--- src/rtl/sort_pkg.sv ---
// Shared definitions for the 4-input sort network and its feeder/holding stages.
package sort_pkg;

  localparam int          SORT_W     = 8;
  localparam int          SORT_N     = 4;
  localparam int          SORT_CNT_W = 3;
  localparam logic [7:0]  SORT_PAD   = 8'hFF;

  // One group of four elements plus the number of real elements in it.
  typedef struct packed {
    logic [SORT_W-1:0]     d1;
    logic [SORT_W-1:0]     d2;
    logic [SORT_W-1:0]     d3;
    logic [SORT_W-1:0]     d4;
    logic [SORT_CNT_W-1:0] cnt;
  } sort_group_t;

  // Even parity over a group, for use by downstream integrity checks.
  function automatic logic group_parity(input sort_group_t g);
    return ^g;
  endfunction

endpackage

--- src/rtl/sort_group_reg.sv ---
// One-entry valid/ready holding register for a packed sort group.
// Output valid and data come straight from flops; in_ready is free when
// the entry is empty or is being handed over this cycle.
module sort_group_reg
  import sort_pkg::*;
(
  input  logic        clk,
  input  logic        rst_n,
  input  logic        in_valid,
  output logic        in_ready,
  input  sort_group_t in_data,
  output logic        out_valid,
  input  logic        out_ready,
  output sort_group_t out_data
);

  typedef enum logic [0:0] {
    HOLD_EMPTY = 1'b0,
    HOLD_FULL  = 1'b1
  } hold_state_t;

  hold_state_t state_r;
  hold_state_t state_nxt_s;
  sort_group_t data_r;
  logic        load_s;

  // State and data registers; data only changes when a new group is taken.
  always_ff @(posedge clk) begin
    if (!rst_n) begin
      state_r <= HOLD_EMPTY;
      data_r  <= '0;
    end else begin
      state_r <= state_nxt_s;
      if (load_s) begin
        data_r <= in_data;
      end else begin
        data_r <= data_r;
      end
    end
  end

  // Next-state: fill when a group arrives, empty when handed over with nothing behind it.
  always_comb begin
    state_nxt_s = state_r;
    load_s      = 1'b0;
    case (state_r)
      HOLD_EMPTY: begin
        if (in_valid) begin
          state_nxt_s = HOLD_FULL;
          load_s      = 1'b1;
        end else begin
          state_nxt_s = HOLD_EMPTY;
        end
      end
      HOLD_FULL: begin
        if (out_ready) begin
          if (in_valid) begin
            state_nxt_s = HOLD_FULL;
            load_s      = 1'b1;
          end else begin
            state_nxt_s = HOLD_EMPTY;
          end
        end else begin
          state_nxt_s = HOLD_FULL;
        end
      end
      default: begin
        state_nxt_s = HOLD_EMPTY;
      end
    endcase
  end

  // Outputs: valid and data from flops, ready reflects whether the slot is free.
  always_comb begin
    out_valid = (state_r == HOLD_FULL);
    out_data  = data_r;
    if (state_r == HOLD_FULL) begin
      in_ready = out_ready;
    end else begin
      in_ready = 1'b1;
    end
  end

endmodule

--- src/rtl/sort_group_loader.sv ---
// Packs a byte stream into groups of four for the sort network, padding
// short groups, with a hold stage on the output plus one pending group
// held in the fill array so input can stream at one byte per cycle.
module sort_group_loader
  import sort_pkg::*;
#(
  parameter int          W   = SORT_W,
  parameter logic [W-1:0] PAD = SORT_PAD
) (
  input  logic         clk,
  input  logic         rst_n,
  input  logic         s_valid,
  output logic         s_ready,
  input  logic [W-1:0] s_data,
  input  logic         s_last,
  output logic         g_valid,
  input  logic         g_ready,
  output logic [W-1:0] g_d1,
  output logic [W-1:0] g_d2,
  output logic [W-1:0] g_d3,
  output logic [W-1:0] g_d4,
  output logic [2:0]   g_cnt
);

  logic [W-1:0] fill_r [0:3];
  logic [1:0]   fill_cnt_r;
  logic [2:0]   pend_cnt_r;
  logic         pending_r;
  logic         s_ready_r;

  logic         accept_s;
  logic         complete_s;
  logic         hold_free_s;
  logic         load_valid_s;
  logic [W-1:0] slot_s [0:3];
  sort_group_t  new_grp_s;
  sort_group_t  load_grp_s;
  sort_group_t  hold_grp_s;

  // Handshake decode and the group as it would look if closed with this byte.
  always_comb begin
    accept_s   = s_valid && !pending_r;
    complete_s = accept_s && ((fill_cnt_r == 2'd3) || s_last);
    for (int i = 0; i < 4; i++) begin
      if (i < int'(fill_cnt_r)) begin
        slot_s[i] = fill_r[i];
      end else if (i == int'(fill_cnt_r)) begin
        slot_s[i] = s_data;
      end else begin
        slot_s[i] = PAD;
      end
    end
    new_grp_s.d1  = slot_s[0];
    new_grp_s.d2  = slot_s[1];
    new_grp_s.d3  = slot_s[2];
    new_grp_s.d4  = slot_s[3];
    new_grp_s.cnt = {1'b0, fill_cnt_r} + 3'd1;
  end

  // Choose what is offered to the hold stage: a stalled group has priority.
  always_comb begin
    load_valid_s = pending_r || complete_s;
    if (pending_r) begin
      load_grp_s.d1  = fill_r[0];
      load_grp_s.d2  = fill_r[1];
      load_grp_s.d3  = fill_r[2];
      load_grp_s.d4  = fill_r[3];
      load_grp_s.cnt = pend_cnt_r;
    end else begin
      load_grp_s = new_grp_s;
    end
  end

  // Fill array, fill count and pending flag; a group that cannot move is parked here.
  always_ff @(posedge clk) begin
    if (!rst_n) begin
      fill_cnt_r <= 2'd0;
      pend_cnt_r <= 3'd0;
      pending_r  <= 1'b0;
      s_ready_r  <= 1'b1;
      for (int i = 0; i < 4; i++) begin
        fill_r[i] <= '0;
      end
    end else if (pending_r) begin
      if (hold_free_s) begin
        pending_r  <= 1'b0;
        s_ready_r  <= 1'b1;
        fill_cnt_r <= 2'd0;
      end
    end else if (accept_s) begin
      if (complete_s) begin
        fill_cnt_r <= 2'd0;
        if (!hold_free_s) begin
          pending_r  <= 1'b1;
          s_ready_r  <= 1'b0;
          pend_cnt_r <= new_grp_s.cnt;
          for (int i = 0; i < 4; i++) begin
            fill_r[i] <= slot_s[i];
          end
        end
      end else begin
        fill_r[fill_cnt_r] <= s_data;
        fill_cnt_r         <= fill_cnt_r + 2'd1;
      end
    end
  end

  sort_group_reg u_hold (
    .clk       (clk),
    .rst_n     (rst_n),
    .in_valid  (load_valid_s),
    .in_ready  (hold_free_s),
    .in_data   (load_grp_s),
    .out_valid (g_valid),
    .out_ready (g_ready),
    .out_data  (hold_grp_s)
  );

  assign s_ready = s_ready_r;
  assign g_d1    = hold_grp_s.d1;
  assign g_d2    = hold_grp_s.d2;
  assign g_d3    = hold_grp_s.d3;
  assign g_d4    = hold_grp_s.d4;
  assign g_cnt   = hold_grp_s.cnt;

endmodule

--- config.mk ---
export PLATFORM = sky130hd
export DESIGN_NAME = sort_group_loader
export DESIGN_NICKNAME = d
export VERILOG_FILES = /design/src/rtl/sort_pkg.sv /design/src/rtl/sort_group_reg.sv /design/src/rtl/sort_group_loader.sv
export SDC_FILE = /design/constraint.sdc
export NUM_CORES = 1
export LEC_CHECK = 0
export CAP_MARGIN = 10
export CORE_ASPECT_RATIO = 1.25
export CORE_MARGIN = 3
export CORE_UTILIZATION = 54
export DETAILED_ROUTE_END_ITERATION = 16
export PLACE_DENSITY = 0.83
export REMOVE_ABC_BUFFERS = 1
export SETUP_SLACK_MARGIN = 0.02
export SLEW_MARGIN = 0
export SYNTH_ARGS = -nofsm -noshare
export SYNTH_HDL_FRONTEND = slang
export SYNTH_SLANG_ARGS = --single-unit
--- constraint.sdc ---
create_clock -name clk -period 3.07 [get_ports clk]
set_clock_uncertainty 0.2 [all_clocks]
set_input_delay 0.7675 -clock clk [delete_from_list [all_inputs] [get_ports clk]]
set_output_delay 0.7675 -clock clk [all_outputs]
set_load 0.01 [all_outputs]
Word-level counts from Yosys, hierarchy flattened
Memories as Yosys holds them, arrays and structs flattened.
Index checks and enable logic that the tools add are counted.
- bits in registers: 43
- bits in writable memories: 32
- input bits: 13
- output and inout port bits: 37
- word-level logic and storage cells: 84
- memories kept: 1
- add/subtract/negate cells: 2
- $lt $le $gt $ge: 3
- eq/ne operators: 6
- multiplexer cells: 43
- bitwise gates (word level): 7
- reduce and logical (&&, ||, !) cells: 12
- memories (name ; words ; bits a word ; read ports ; clocked after Yosys merged registers in ; wr ports ; line ; text):
    fill_r ; 4 ; 8 ; 4 ; 0 ; 4 ; sort_group_loader.sv:25 ; logic [W-1:0] fill_r [0:3];
- operators by type and width (cell ; number):
    $mux W8 ; 12
    $mux W35 ; 1
    $mux W1 ; 23
    $mux W2 ; 5
    $reduce_and A4 Y1 ; 2
    $reduce_or A8 Y1 ; 1
    $eq A2 B2 Y1 const A ; 2
    $lt A1 B2 Y1 const A ; 2
    $or A1 B1 Y1 ; 4
    $pmux W1 S2 ; 2
    $reduce_bool A2 Y1 ; 2
    $add A2 B1 Y3 const B ; 1
    $not A1 Y1 ; 3
    $add A2 B1 Y2 const B ; 1
    $eq A1 B2 Y1 const A ; 1
    $eq A2 B2 Y1 const B ; 1
    $logic_and A1 B1 Y1 ; 2
    $logic_not A2 Y1 ; 1
    $logic_or A1 B1 Y1 ; 2
    $lt A2 B2 Y1 const A ; 1
    $ne A2 B1 Y1 const B ; 1
    $ne A2 B2 Y1 const B ; 1
    $reduce_and A2 Y1 ; 1
    $logic_not A1 Y1 ; 1

Logic depth before layout (Yosys ltp)
- depth after elaboration: 10
- mapped depth: 8

Modules after synthesis
Synthesis repeated with hierarchy kept, for this count alone.
- cell total of the unflattened synthesis: 412
- area total of the unflattened synthesis: 3936.3 um^2
- modules (own cells, without submodules) (module ; instances ; cells an instance ; area each (um^2) ; seq. area each (um^2)):
    sort_group_loader ; 1 ; 255 ; 2456.1 ; 1101.1
    sort_group_reg ; 1 ; 157 ; 1480.2 ; 720.7

Least setup slack after synthesis
No wires, ideal clock.
- kind: register to register
- start: register fill_cnt_r[1]
- end: memory fill_r[1][0] in the netlist's numbering, enable pin
- library setup time: 0.294 ns
- arrival time: 1.948 ns
- data required time: 2.576 ns
- path slack: 0.628 ns
- cell stages (with the launch flop): 8
- cells stage by stage: dfxtp_1 -> clkbuf_1 -> clkbuf_1 -> inv_1 -> ha_1 -> and3_1 -> buf_2 -> or3_1
- RTL lines (element ; line ; text):
    start: declaration ; sort_group_loader.sv:26 ; logic [1:0] fill_cnt_r;
    start signal: assignment ; sort_group_loader.sv:103 ; fill_cnt_r <= fill_cnt_r + 2'd1;
    end: declaration ; sort_group_loader.sv:25 ;

==> results.md <==
- Async set-reset flop share out of synthesis: 0
- Yosys reg bits: 75
- Clock latency on the worst-skew pair: between 0.3 and 0.4 ns
- YS warnings: 0
- Setup WS pre-CTS: 0.187 ns
- Worst Path Required: between 3 and 4 ns
- Synthesized cell area: 3630 um^2
- Crit-path max FO: 25
- Initial DRC Count: 302
- Vias: between 2k and 3k
- Hold crit path type: reg2reg
- Post-synth cell types: 34
- Area contributors post-synth: edfxtp_1 26%, dfxtp_1 24%, nand2_1 7.8%
- Layout cells sized above 1: 0.102
- CTS Hold Buffers Added: 0
- Initial Util: 0.571
- Slew margin rel.: 0.585
- Outcome: completed
- Minimum clock period: about 2.5 ns
- First-pass GRT wire length: 13700 um
- CTS tree: built
- Die area: between 7000 and 8000 um^2
- DRC: 0
- Peak supply drop: 0.292 mV
- Yosys top cell area share: 0.264
- Final net count: 453
- FMAX: about 0.40 GHz
- Syn_area_per_cell: 9.30 um^2
- Vias in the first global route: ~2.8k
- Crit path kind: in2reg
- DRT Pass-1 Iters: 4
- Startpoint Class: input pin
- Total GRT Usage: 0.225
- Tightest Pin Transition: roughly 0.62 ns
- Core Footprint: around 6400 um^2
- Die width: between 70 and 80 um
- Post-CTS setup buffers: 0
- Main synth FF type: dfxtp_1
- Crit-path cells: clkdlybuf4s50_1, inv_2, or4_4, nor2_8, a22o_1
- Unrepaired setup endpoints after global routing: false
- # port buffers: 49
- Diode count: 0
- Final core occ: 0.687
- Number of enable flip-flop cells after synthesis: 32
- WP data arrival: approximately 2.5 ns
- Hold_ws: ~0.25 ns
- Post-DP HPWL: approximately 5400 um
- Final hold vios: 0
- DRT antenna net count: 0
- Clock Tree Buf Depth: 2
- Biggest area consumer among synthesized cells: edfxtp_1
- Crit end category: register
- IO Pins: 50
- Period utilization: 0.822
- Pwr Density: around 490 nW/um^2
- Max cap viols: 0
- Post-synthesis cell count: slightly below 400
- Clock sink total: 75
- Count leader, synth: nand2_1
- Via-to-Cell Ratio: roughly 5.6
- Rows: 32
- Max Slew Vio Count: 0
- Number of gates resized after cts: 0
- Die Y: slightly below 100 um
- Critical Path Max Stage Delay: 0.73 ns
- Final worst setup slack: approximately 0.55 ns
- Clock slew at reported path FFs: roughly 0.070 ns
- Grt total ovfl: 0
- Most frequent cells after synthesis: 76 x nand2_1, 44 x a21oi_1, 43 x dfxtp_1
- Area Overhead vs Synth: 20.2%
- Post-synthesis sequential area ratio: 0.501
- H-tree depth: 3
- Gpl congestion: approximately 0.86
- Initial antenna violation count: 0
- Average routed wire per standard cell: ~15 um
- Clock root buffer: clkbuf_8
- Largest net degree at the start of global routing: 46
- Lkg Pwr: between 1.5 and 2 nW
- Wirelength, routed: 7940 um
- Crit path max-delay cell type: or4_4
- Setup TNS: 0 ns
- Inserted Clock Buffers: 9
- Final Setup Violations: 0
## worst max-delay path: cells and delay by family
| family | cells | cell delay (ns) |
|---|---|---|
| simple gates | 2 | 0.94 |
| buf+inv | 2 | 0.66 |
| compound gates | 1 | 0.17 |
## stage by stage
| stage | instance area [um^2] | cells | power [W] |
|---|---|---|---|
| 2_1_floorplan | 3480 | 364 | 0.00129 |
| 3_3_place_gp | 4180 | 510 | 0.00142 |
| 3_5_place_dp | 4180 | 510 | 0.00143 |
| 4_1_cts | 4370 | 526 | 0.00216 |
| 5_1_grt | 4370 | 526 | 0.00223 |
| 6_report | 4370 | 526 | 0.00214 |
## where the power goes
part           switching [W]  leakage, nW  internal, W
Sequential         0.0000303        0.687      0.00110
Clock               0.000339       0.0947     0.000398
Combinational       0.000146        0.805     0.000130
## metal layers
metal / vias to the layer above / share of wire / GRT usage
li1: 1459 / - / -
met1: 1364 / 0.40 / 0.296
met4: 0 / 0.027 / 0.108
met2: 95 / 0.50 / 0.362
met5: - / 0 / 0
met3: 16 / 0.068 / 0.0315
## kinds of logic after synthesis
kind of cell,count (synthesis),share of synthesized area
fa+ha+maj,4,0.0138
compound gates,110,0.197
mux,13,0.0358
simple gates,159,0.208
flops,75,0.501
buf+inv,30,0.0448
## layout make-up
type	instances	area, um^2
Multi-Input combinational cell	286	1650
Tap cell	85	106
Inverter	3	11.3
Fill cell	500	2000
Sequential cell	75	1820
Clock buffer	14	153
Clock inverter	2	35.0
Timing Repair Buffer	61	593
## worst paths after layout
path                                     startpoint  cells past startpoint  slack (ns)             endpoint
worst max-delay path                          rst_n                      5        0.55         fill_r[0][1]
worst min-delay path            u_hold.out_data[12]                      2        0.25  u_hold.out_data[12]
worst max register to register        fill_cnt_r[1]                      6        0.71         fill_r[0][1]
worst min register to register  u_hold.out_data[12]                      2        0.25  u_hold.out_data[12]
## flip-flops by register name, indices dropped and copies added, names as in the netlist
name / cells
fill_cnt_r: 2
fill_r: 32
pend_cnt_r: 3
pending_r: 1
s_ready: 1
u_hold.out_data: 35
u_hold.out_valid: 1
## layout by cell type (no fill, tap or decap)
cell / netlist / final
mux2i_1: 13 / 13
nand2_1: 76 / 76
nor2_1: 42 / 42
o21ai_0: 14 / 14
a21o_1: 2 / 2
or2_2: 1 / 1
edfxtp_1: 32 / 32
or3_1: 3 / 3
inv_2: 1 / 1
a22o_1: 8 / 8
a211oi_4: 1 / 1
and3_1: 2 / 2
nor3_1: 2 / 2
buf_4: 4 / 11
o21ai_2: 12 / 12
dfxtp_1: 43 / 43
a22oi_1: 1 / 1
clkdlybuf4s50_1: 0 / 49
nor4b_4: 1 / 1
inv_1: 2 / 2
o211ai_1: 16 / 16
or4_4: 1 / 1
nor3_4: 1 / 1
nand2b_4: 1 / 1
a211oi_1: 11 / 11
clkbuf_8: 0 / 10
clkinv_2: 0 / 1
ha_1: 4 / 4
a21oi_1: 44 / 44
nor2_8: 1 / 1
o21ai_1: 1 / 1
nor3_2: 1 / 1
nand2b_1: 2 / 2
buf_12: 0 / 1
bufinv_16: 0 / 1
clkbuf_1: 10 / 4
nor2b_1: 25 / 25
No activity file was read; power rests on OpenSTA's default activity.
